`config.mk`:
```
export PLATFORM = sky130hd
export DESIGN_NAME = scramble_sequencer
export DESIGN_NICKNAME = d
export VERILOG_FILES = /design/src/rtl/scramble_sequencer.sv
export SDC_FILE = /design/constraint.sdc
export NUM_CORES = 1
export LEC_CHECK = 0
export ABC_AREA = 1
export CORE_AREA = 2 2 68 70
export DETAILED_ROUTE_END_ITERATION = 8
export DIE_AREA = 0 0 70 72
export PLACE_DENSITY = 0.9
export SYNTH_ARGS = -nofsm -noshare
export SYNTH_HDL_FRONTEND = slang
export SYNTH_SLANG_ARGS = --single-unit
```
`constraint.sdc`:
```
create_clock -name clk -period 1.6 [get_ports clk]
set_input_delay 0.32 -clock clk [delete_from_list [all_inputs] [get_ports clk]]
set_output_delay 0.32 -clock clk [all_outputs]
set_load 0.03 [all_outputs]
```
`src/rtl/scramble_sequencer.sv`:
```
// Scramble sequencer: latches a random seed word and issues it as a stream of
// 2-bit moves over valid/ready, then pulses done. Optional: SCRAMBLE_NO_BACKTRACK_EN.
module scramble_sequencer #(
   parameter int SEED_W    = 32,
   parameter int MOVE_W    = 2,
   parameter int NUM_MOVES = 16
) (
   input  logic              clk,
   input  logic              rst_n,
   input  logic              start,
   input  logic [SEED_W-1:0] seed,
   output logic [MOVE_W-1:0] move_dir,
   output logic              move_valid,
   input  logic              move_ready,
   output logic [4:0]        move_idx,
   output logic              busy,
   output logic              done
);

   localparam int IDX_W = 5;

   typedef enum logic [1:0] {S_IDLE, S_ISSUE, S_DONE} state_t;

   state_t             state_q, state_d;
   logic [SEED_W-1:0]  shreg_q, shreg_d;
   logic [IDX_W-1:0]   idx_q, idx_d;
   logic [MOVE_W-1:0]  raw_dir;
   logic [MOVE_W-1:0]  dir_c;
   logic               fire;
   logic               last;

   assign raw_dir = shreg_q[MOVE_W-1:0];
   assign fire    = move_valid && move_ready;
   assign last    = (idx_q == IDX_W'(NUM_MOVES - 1));

`ifdef SCRAMBLE_NO_BACKTRACK_EN
   localparam logic [MOVE_W-1:0] UNDO_X = MOVE_W'(1);
   localparam logic [MOVE_W-1:0] PERP_X = MOVE_W'(2);

   logic [MOVE_W-1:0] prev_q;

   // A move that would undo the previous one is turned to the perpendicular axis.
   assign dir_c = ((idx_q != '0) && (raw_dir == (prev_q ^ UNDO_X))) ? (raw_dir ^ PERP_X) : raw_dir;

   always_ff @(posedge clk or negedge rst_n) begin
      if (!rst_n)
         prev_q <= '0;
      else if (fire)
         prev_q <= dir_c;
   end
`else
   assign dir_c = raw_dir;
`endif

   always_ff @(posedge clk or negedge rst_n) begin
      if (!rst_n) begin
         state_q <= S_IDLE;
         shreg_q <= '0;
         idx_q   <= '0;
      end else begin
         state_q <= state_d;
         shreg_q <= shreg_d;
         idx_q   <= idx_d;
      end
   end

   always_comb begin
      state_d = state_q;
      shreg_d = shreg_q;
      idx_d   = idx_q;
      case (state_q)
         S_IDLE: begin
            if (start) begin
               shreg_d = seed;
               idx_d   = '0;
               state_d = S_ISSUE;
            end
         end
         S_ISSUE: begin
            if (fire) begin
               shreg_d = shreg_q >> MOVE_W;
               // Index stays on the final move through DONE, cleared on the way to IDLE.
               if (last) begin
                  state_d = S_DONE;
               end else begin
                  idx_d = idx_q + IDX_W'(1);
               end
            end
         end
         S_DONE: begin
            idx_d   = '0;
            state_d = S_IDLE;
         end
         default: state_d = S_IDLE;
      endcase
   end

   always_comb begin
      move_valid = 1'b0;
      move_dir   = '0;
      busy       = 1'b0;
      done       = 1'b0;
      case (state_q)
         S_ISSUE: begin
            move_valid = 1'b1;
            move_dir   = dir_c;
            busy       = 1'b1;
         end
         S_DONE: begin
            busy = 1'b1;
            done = 1'b1;
         end
         default: ;
      endcase
   end

   assign move_idx = idx_q;

endmodule

```
==> impl_metrics.csv, run 1 <==
group,metric,value,unit
routing,vias_per_cell,5.13,
routing,drtIter0Drc,126,
grt,grt_pass1_vias,1726,
critical_path,worstSetupStartpoint,"state_q[1]$_DFFE_PN0P_",
layout,syn2layout_area_growth,34.0,%
timing,period_share,101,%
floorplan,die_w,70,um
power_and_ir_drop,powerDensity,2040,nW/um2
layout,finalNetCount,338,
timing,slew_viol_final,0,
yosys,ys_seq_area_share,45.5,%
critical_path,reg2reg_from,"state_q[1]$_DFFE_PN0P_",
cts,insertion_delay,0.29,ns
timing,hold_ws,-0.0148,ns
layout,num_antenna_cells,0,
yosys,synth_top_area_share,45.5,%
yosys,synth_most_common_cell,"nand2_1",
yosys,synth_nets,281,
yosys,synthCells,240,
critical_path,r2r_slack,0.04,ns
timing,slew_headroom,66.6,%
yosys,synthFlopType,"dfrtp_1",
floorplan,io_pins,46,
critical_path,required,1.28,ns
routing,routed_wl,4.53,mm
critical_path,worstRegToRegCells,10,
cts,root_buffer,"clkbuf_8",
cts,hold_buffers,0,
critical_path,cp_data_arrival_time,1.29,ns
timing,fin_ws,-0.0124,ns
cts,cts.sinks,39,
power_and_ir_drop,power_leakage,1.31,nW
yosys,ys.warnings.count,0,
yosys,syn_area,2150,um2
routing,top_layer,"met4",
critical_path,crit_family,"flip-flops",
layout,drive_gt1_share,25.6,%
layout,post-route-util,67.4,%
yosys,synth.ff_latch_count,39,
outcome,outcome,"finished, violations left",
layout,fillers,338,
routing,drt_pass1_iterations,4,
floorplan,core_area,4260,um2
timing,fin_skew,0.0100,ns
floorplan,initial_utilization,50.3,%
critical_path,path_cells,"inv_2 > buf_4 > ha_1 > buf_6",
grt,overflow,0,
critical_path,cp-end-kind,"primary output",
routing,wl_per_cell,13.0,um
grt,grtUsageTotal,18.6,%
routing,drc,0,
min_path,min_path_type,"in -> async",
yosys,synth.distinct_cells,20,
critical_path,cp.depth,4,
outcome,violations,"negative hold slack, negative setup slack",
yosys,synthTopCellsByCount,"nand2_1 (58), dfrtp_1 (39), o21ai_0 (30), or2_1 (24), o21ai_1 (21)",
timing,setup_viol,1,
routing,ant_nets,0,
critical_path,critical_path_class,"reg -> out",
power_and_ir_drop,ir_drop,1.01,mV
routing,wl_met1,1.96,mm
power_and_ir_drop,p_total,0.00586,W
grt,grt_max_degree,36,
yosys,synthesis.area_per_instance,8.94,um2
cts,htreeDepth,2,
critical_path,cp_slowest_stage_delay,0.37,ns
grt,grt_pass1_wl,7.49,mm
timing,max_freq,0.620,GHz
grt,antenna_found_initial,0,
place,gp_congestion,0.834,
place,dp_hpwl,2.93,mm
place,port_buffers,45,
cts,numCtsBuffers,5,
critical_path,cp_num_buf_inv,3,
timing,tightest_slew,0.501,ns
routing,met3_length,140,um
routing,vias,1790,
routing,wl_met2,2.40,mm
critical_path,critPathMaxFanout,2,
cts,clk_pin_slew,0.08,ns
yosys,synthArstFlopShare,100,%
cts,cts_tree,"yes",
floorplan,die_h,72,um
cts,clk_path_buf_depth,2,
yosys,synth_edf_count,0,
job,drv_cap,0,
critical_path,timing.rr.end,"shreg_q[29]$_DFFE_PN0P_",
timing,rsz0062_at_grt,"true",
critical_path,critPathSlowestCell,"dfrtp_1",
floorplan,placementRows,24,
timing,min_period,1.61,ns
timing,finalHoldViolations,14,
yosys,synth_area_leader_cell,"dfrtp_1",
yosys,synth_area_leaders,"dfrtp_1 (45%), nand2_1 (10%), o21ai_0 (7.0%)",
floorplan,fp.dieArea,5040,um2
critical_path,start_kind,"flip-flop",
final cells by class:
| class | instances | area (um2) | share of cell area (%) |
|---|---|---|---|
| well taps | 52 | 65.1 | 2.26 |
| inverters | 13 | 56.3 | 1.96 |
| multi-input cells | 175 | 1020 | 35.4 |
| clock buffers | 5 | 68.8 | 2.39 |
| flip-flops and latches | 39 | 978 | 34.0 |
| repair buffers | 63 | 676 | 23.5 |
| clock inverters | 2 | 13.8 | 0.479 |
sequential cells by signal, indices dropped and copies added (netlist names):
register  count
shreg_q      32
move_idx      5
state_q       2
timing repair:
action                                  CTS  global route
gates resized for setup                  11            18
endpoints found under the setup margin    8            15
setup buffers                             3             3
pin swaps                                 1             2
cloned                                    1             1
metrics by stage:
step	cells	worst slack, ns	area (um2)	TNS (ns)	hold WS, ns
after floorplan	240	0.0165	2150	0	0.0244
after detailed placement	334	0.0140	2630	0	0.324
after global routing	349	-0.0464	2880	-0.195	0.0246
after CTS	345	0.00631	2780	0	0.00858
after global placement	334	0.0775	2630	0	0.318
final	349	-0.0124	2880	-0.0124	-0.0148
worst max path at each step:
stage	end	slack, ns
after global routing	busy	-0.05
after floorplan	move_dir[0]	0.02
after global placement	shreg_q[2]$_DFFE_PN0P_	0.08
after CTS	move_dir[1]	0.006
final	busy	-0.01
after detailed placement	move_idx[1]$_DFFE_PN0P_	0.01
report_power, final:
group / leakage, nW / switching (W) / internal (W)
combinational: 0.788 / 0.00191 / 0.00159
clock: 0.0440 / 0.000341 / 0.000298
sequential: 0.481 / 0.000261 / 0.00147
layer usage:
layer | track usage (%) | vias up
met5 | 0 | -
met4 | 5.98 | 0
met3 | 3.61 | 4
li1 | - | 891
met2 | 32.5 | 32
met1 | 23.4 | 863
cell usage in the layout (no fill, tap or decap), drive strengths merged:
cell type and instances:
o21ai 66, nand2 60, dfrtp 39, clkdlybuf4s50 34, or2 30, buf 22, inv 13, nor2 9
clkbuf 6, dlygate4sd2 5, ha 5, nand3 3, clkinv 2, nor3b 1, nand4 1, bufbuf 1
logic make-up (layout without fill, tap and decap cells):
kind of cell	count (synthesis)	after routing	synth area share, %
AO/OA/AOI/OAI	66	66	18.0
adder cells (fa/ha/maj)	5	5	2.92
buffers and inverters	26	83	8.75
flip-flops	39	39	45.5
AND/OR/NAND/NOR	104	104	24.8
Note: power is estimated with default switching activity, not from simulation.
==> inputs of run 2 (changes only) <==
--- a/config.mk
+++ b/config.mk
@@ -9,7 +9,9 @@
 export CORE_AREA = 2 2 68 70
 export DETAILED_ROUTE_END_ITERATION = 8
 export DIE_AREA = 0 0 70 72
+export MAX_ROUTING_LAYER = met4
 export PLACE_DENSITY = 0.9
+export SETUP_SLACK_MARGIN = 0.5
 export SYNTH_ARGS = -nofsm -noshare
 export SYNTH_HDL_FRONTEND = slang
 export SYNTH_SLANG_ARGS = --single-unit
==> impl_metrics.csv, run 2 (same netlist as run 1, synthesis figures left out) <==
group,metric,value,unit
cts,root_buffer,"clkbuf_8",
power_and_ir_drop,net-switching-power,0.00372,W
cts,cts.sinks,39,
critical_path,crit_end,"move_dir[1]",
place,port_buffers,45,
routing,top_layer,"met4",
cts,clk_path_buf_depth,2,
routing,ant_nets,0,
critical_path,start_kind,"flip-flop",
routing,drc,0,
floorplan,die_w,70,um
routing,met3_length,351,um
routing,wl_met1,2.55,mm
critical_path,cp_num_buf_inv,3,
layout,regMostFlops,"shreg_q",
timing,slew_headroom,66.5,%
power_and_ir_drop,seqPwrFrac,22.7,%
floorplan,placementRows,24,
floorplan,fp.dieArea,5040,um2
routing,drtIter0Drc,127,
cts,cts_tree,"yes",
cts,insertion_delay,0.30,ns
timing,min_period,1.64,ns
critical_path,r2r_slack,0.01,ns
job,drv_cap,0,
grt,overflow,0,
timing,period_share,102,%
timing,slew_viol_final,0,
power_and_ir_drop,ir_drop,1.17,mV
critical_path,critical_path_class,"reg -> out",
place,gp_congestion,0.804,
cts,numCtsBuffers,5,
critical_path,cp_data_arrival_time,1.32,ns
layout,fillers,204,
grt,grt_pass1_wl,8.02,mm
layout,final_common_cell,"dfrtp_1",
routing,vias,2022,
power_and_ir_drop,power_leakage,1.62,nW
layout,syn2layout_area_growth,68.7,%
critical_path,critPathMaxFanout,4,
critical_path,cp_slowest_stage_delay,0.45,ns
power_and_ir_drop,power_frac_clock,9.6,%
power_and_ir_drop,power.internal,0.00480,W
layout,final_cell_mix,"dfrtp_1 (37), clkdlybuf4s50_1 (34), o21ai_2 (30)",
critical_path,crit_family,"flip-flops",
cts,clk_pin_slew,0.08,ns
floorplan,initial_utilization,50.3,%
critical_path,cp-end-kind,"primary output",
timing,max_freq,0.610,GHz
critical_path,path_cells,"ha_4 > buf_12 > nand2_4 > inv_6 > buf_6",
layout,post-route-util,84.9,%
critical_path,reg2reg_from,"state_q[0]$_DFFE_PN0P_",
grt,grt_pass1_vias,1840,
place,placed_area,2740,um2
routing,routed_wl,6.56,mm
critical_path,cp.depth,5,
layout,final_area,3620,um2
outcome,outcome,"finished, violations left",
timing,fin_ws,-0.0388,ns
timing,rsz0062_at_grt,"true",
critical_path,required,1.28,ns
power_and_ir_drop,powerDensity,2350,nW/um2
timing,tightest_slew,0.502,ns
critical_path,worstSetupStartpoint,"state_q[0]$_DFFE_PN0P_",
power_and_ir_drop,p_sw_share,43.6,%
floorplan,core_area,4260,um2
layout,drive_gt1_share,50.3,%
floorplan,io_pins,46,
timing,finalHoldViolations,0,
grt,antenna_found_initial,0,
layout,num_antenna_cells,0,
critical_path,worstRegToRegCells,9,
layout,finalNetCount,365,
timing,setup_viol,2,
grt,grt_max_degree,40,
outcome,violations,"negative setup slack",
place,dp_hpwl,2.97,mm
power_and_ir_drop,p_total,0.00852,W
power_and_ir_drop,combPwrFrac,67.7,%
layout,largest_reg_flops,32,
routing,vias_per_cell,5.38,
timing,final.setup.tns,-0.0616,ns
grt,grtUsageTotal,20.8,%
critical_path,timing.rr.end,"shreg_q[15]$_DFFE_PN0P_",
routing,wl_per_cell,17.4,um
critical_path,critPathSlowestCell,"dfrtp_1",
timing,fin_skew,0.00965,ns
cts,htreeDepth,2,
min_path,min_path_type,"in -> async",
routing,wl_met2,3.56,mm
routing,drt_pass1_iterations,4,
floorplan,die_h,72,um
[run 2: cell count changes in the layout (fill, tap and decap cells not counted), sizes merged]
| cell | previous run | this run |
|---|---|---|
| clkbuf | 6 | 10 |
| inv | 13 | 12 |
| bufbuf | 1 | 0 |
| clkinvlp | 0 | 1 |
| bufinv | 0 | 1 |
| nand2 | 60 | 62 |
| buf | 22 | 48 |
| dlygate4sd2 | 5 | 0 |
[run 2: layer usage]
| metal | global-route usage, % | vias to the layer above |
|---|---|---|
| met2 | 34.8 | 74 |
| met4 | 10.0 | 0 |
| met3 | 5.56 | 15 |
| met5 | - | - |
| met1 | 23.3 | 981 |
| li1 | - | 952 |
[run 2: timing repair]
item / in CTS / in global routing
hold buffers: 0 / 0
setup buffers: 13 / 12
pin swaps: 4 / 21
setup endpoints to repair: 49 / 49
gates resized for setup: 57 / 94
cloned: 1 / 9
[run 2: worst min path at each step]
stage | startpoint | endpoint | slack (ns) | depth (start not counted)
2_1_floorplan | rst_n | move_idx[0]$_DFFE_PN0P_ | 0.02 | 0
3_3_place_gp | rst_n | shreg_q[18]$_DFFE_PN0P_ | 0.40 | 2
3_5_place_dp | rst_n | shreg_q[18]$_DFFE_PN0P_ | 0.40 | 2
4_1_cts | rst_n | shreg_q[11]$_DFFE_PN0P_ | 0.08 | 2
5_1_grt | rst_n | shreg_q[11]$_DFFE_PN0P_ | 0.1 | 2
6_report | rst_n | shreg_q[10]$_DFFE_PN0P_ | 0.07 | 2
[run 2: worst register-to-register path, delay by kind of cell, from the launching register on]
family | cells | cell delay, ns
DFF | 1 | 0.45
buffers and inverters | 3 | 0.38
and+or+nand+nor | 4 | 0.33
adders and majority gates | 1 | 0.22
AOI/OAI and AO/OA | 1 | 0.11
[run 2: through the flow]
step	instances	hold slack, ns	setup slack (ns)
floorplan	240	0.0244	0.132
global placement	334	0.401	0.0345
detailed placement	334	0.405	0.0141
CTS	355	0.0812	-0.00234
global route	376	0.0992	-0.0703
finish	376	0.0722	-0.0388
[run 2: power by group through the flow]
| stage | Sequential (W) | Clock, W | Combinational (W) |
|---|---|---|---|
| 6_report | 0.00193 | 0.000820 | 0.00577 |
| 5_1_grt | 0.00197 | 0.000875 | 0.00615 |
| 4_1_cts | 0.00176 | 0.000818 | 0.00387 |
| 3_5_place_dp | 0.00178 | 0 | 0.00333 |
| 3_3_place_gp | 0.00177 | 0 | 0.00323 |
| 2_1_floorplan | 0.00176 | 0 | 0.00266 |
[run 2: final cells by class]
| cell class | instances | area, um2 | share of cell area, % |
|---|---|---|---|
| flip-flops and latches | 39 | 978 | 27.0 |
| clock inverters | 2 | 37.5 | 1.04 |
| clock buffers | 5 | 68.8 | 1.90 |
| repair buffers | 87 | 1000 | 27.7 |
| inverters | 13 | 95.1 | 2.63 |
| repair inverters | 1 | 11.3 | 0.311 |
| multi-input cells | 177 | 1360 | 37.6 |
| well taps | 52 | 65.1 | 1.80 |
==> inputs of run 3 (changes only) <==
--- a/config.mk
+++ b/config.mk
@@ -6,11 +6,13 @@
 export NUM_CORES = 1
 export LEC_CHECK = 0
 export ABC_AREA = 1
-export CORE_AREA = 2 2 68 70
+export CELL_PAD_IN_SITES_DETAIL_PLACEMENT = 1
+export CELL_PAD_IN_SITES_GLOBAL_PLACEMENT = 2
+export CORE_AREA = 2 2 88 90
 export DETAILED_ROUTE_END_ITERATION = 8
-export DIE_AREA = 0 0 70 72
+export DIE_AREA = 0 0 90 92
 export MAX_ROUTING_LAYER = met4
-export PLACE_DENSITY = 0.9
+export PLACE_DENSITY = 0.88
 export SETUP_SLACK_MARGIN = 0.5
 export SYNTH_ARGS = -nofsm -noshare
 export SYNTH_HDL_FRONTEND = slang
==> impl_metrics.csv, run 3 (same netlist as run 1, synthesis figures left out) <==
group,metric,value,unit
outcome,outcome,"finished, violations left",
outcome,violations,"negative setup slack",
timing,finalHoldViolations,0,
timing,slew_headroom,79.9,%
power_and_ir_drop,combPwrFrac,64.2,%
grt,grt_pass1_wl,9.07,mm
critical_path,cp_data_arrival_time,1.32,ns
power_and_ir_drop,power_frac_clock,11.5,%
grt,antenna_found_initial,0,
critical_path,worstSetupStartpoint,"state_q[0]$_DFFE_PN0P_",
timing,hold_ws,0.441,ns
routing,drt_pass1_iterations,4,
routing,vias_per_cell,4.59,
routing,drtIter0Drc,46,
power_and_ir_drop,p_sw_share,42.4,%
min_path,min_path_type,"in -> async",
timing,final.setup.tns,-0.0725,ns
timing,setup_viol,4,
critical_path,critical_path_class,"reg -> out",
power_and_ir_drop,power.internal,0.00434,W
routing,wl_met1,2.59,mm
power_and_ir_drop,ir_drop,0.852,mV
layout,fillers,848,
layout,multi_input_area,1240,um2
routing,top_layer,"met4",
floorplan,io_pins,46,
cts,cts_tree,"yes",
routing,met3_length,177,um
cts,clk_path_buf_depth,2,
timing,fin_ws,-0.0423,ns
floorplan,placementRows,32,
cts,numCtsBuffers,5,
grt,grt_pass1_vias,1920,
grt,grtUsageTotal,14.1,%
critical_path,crit_family,"flip-flops",
grt,overflow,0,
routing,wl_per_cell,14.8,um
layout,drive_gt1_share,43.8,%
cts,root_buffer,"clkbuf_8",
timing,fin_skew,0.0101,ns
layout,post-route-util,46.4,%
layout,largest_reg_flops,32,
critical_path,critPathSlowestCell,"dfrtp_1",
timing,period_share,103,%
power_and_ir_drop,seqPwrFrac,24.3,%
floorplan,die_h,92,um
critical_path,critPathMaxFanout,3,
layout,final_cell_mix,"dfrtp_1 (37), clkdlybuf4s50_1 (34), nand2_1 (33)",
floorplan,die_w,90,um
timing,slew_viol_final,0,
power_and_ir_drop,p_total,0.00754,W
grt,grt_max_degree,28,
layout,num_antenna_cells,0,
cts,htreeDepth,2,
critical_path,cp_num_buf_inv,3,
layout,seqCellArea,978,um2
routing,ant_nets,0,
critical_path,r2r_slack,0,ns
layout,final-instance-count-excl-fill,419,
floorplan,core_area,7450,um2
critical_path,cp-end-kind,"primary output",
place,port_buffers,45,
layout,final_common_cell,"dfrtp_1",
layout,finalNetCount,357,
place,post-place-cells,386,
timing,min_period,1.64,ns
critical_path,cp_slowest_stage_delay,0.44,ns
routing,vias,1923,
layout,syn2layout_area_growth,60.9,%
layout,regMostFlops,"shreg_q",
critical_path,required,1.28,ns
routing,wl_met2,3.35,mm
critical_path,path_cells,"buf_4 > inv_4 > ha_4 > buf_6",
routing,routed_wl,6.20,mm
critical_path,reg2reg_from,"state_q[0]$_DFFE_PN0P_",
power_and_ir_drop,powerDensity,2180,nW/um2
floorplan,initial_utilization,28.8,%
place,dp_hpwl,3.72,mm
timing,rsz0062_at_grt,"true",
floorplan,fp.dieArea,8280,um2
cts,clk_pin_slew,0.08,ns
timing,max_freq,0.609,GHz
place,gp_congestion,0.784,
job,drv_cap,0,
power_and_ir_drop,net-switching-power,0.00319,W
critical_path,start_kind,"flip-flop",
timing,tightest_slew,0.299,ns
cts,insertion_delay,0.29,ns
power_and_ir_drop,power_leakage,1.55,nW
cts,cts.sinks,39,
routing,drc,0,
## run 3: power by group through the flow
stage / combinational, W / clock, W / sequential, W
floorplan: 0.00266 / 0 / 0.00176
global placement: 0.00334 / 0 / 0.00178
detailed placement: 0.00346 / 0 / 0.00179
CTS: 0.00388 / 0.000890 / 0.00178
global route: 0.00526 / 0.000928 / 0.00189
finish: 0.00484 / 0.000865 / 0.00183
## run 3: final cells by class
cell class | instances | area share (%)
Multi-Input combinational cell | 175 | 35.9
Sequential cell | 39 | 28.3
Clock inverter | 2 | 1.01
Inverter | 13 | 2.25
Timing Repair Buffer | 82 | 26.4
Clock buffer | 6 | 2.39
Tap cell | 102 | 3.70
## run 3: per-layer routing
metal  vias to the layer above  GRT usage [%]
li1                        931              -
met1                       947           16.8
met2                        37           24.4
met3                         8           3.04
met4                         0           3.85
met5                         -              -
## run 3: worst register-to-register path, cell delays in order (launching register included)
cell and delay [ns]:
dfrtp_1 0.44, buf_4 0.17, inv_4 0.07, ha_4 0.16, nand2_2 0.08, nand2_4 0.07, clkinv_4 0.08, nand2_8 0.15
buf_12 0.18, nand2_2 0.07, o21ai_2 0.06
## run 3: final timing paths
check                                          end  depth (start not counted)
max                                           busy                          4
min                        shreg_q[31]$_DFFE_PN0P_                          2
max reg2reg                shreg_q[26]$_DFFE_PN0P_                         10
min reg2reg                shreg_q[29]$_DFFE_PN0P_                          2
max in group asynchronous  shreg_q[28]$_DFFE_PN0P_                          3
min in group clk           shreg_q[29]$_DFFE_PN0P_                          2
## run 3: stage by stage
step / worst slack, ns / instance area, um2
2_1_floorplan: 0.132 / 2250
3_3_place_gp: 0.0478 / 2820
3_5_place_dp: -0.00765 / 2820
4_1_cts: -0.0152 / 3110
5_1_grt: -0.0870 / 3450
6_report: -0.0423 / 3450
## run 3: timing repair
action / 4_1_cts / 5_1_grt
pin swaps: 1 / 25
endpoints found under the hold margin: 13 / 0
hold buffers: 1 / 0
setup endpoints to repair: 49 / 65
gates cloned: 1 / 3
gates resized for setup: 48 / 63
buffers inserted: 10 / 10
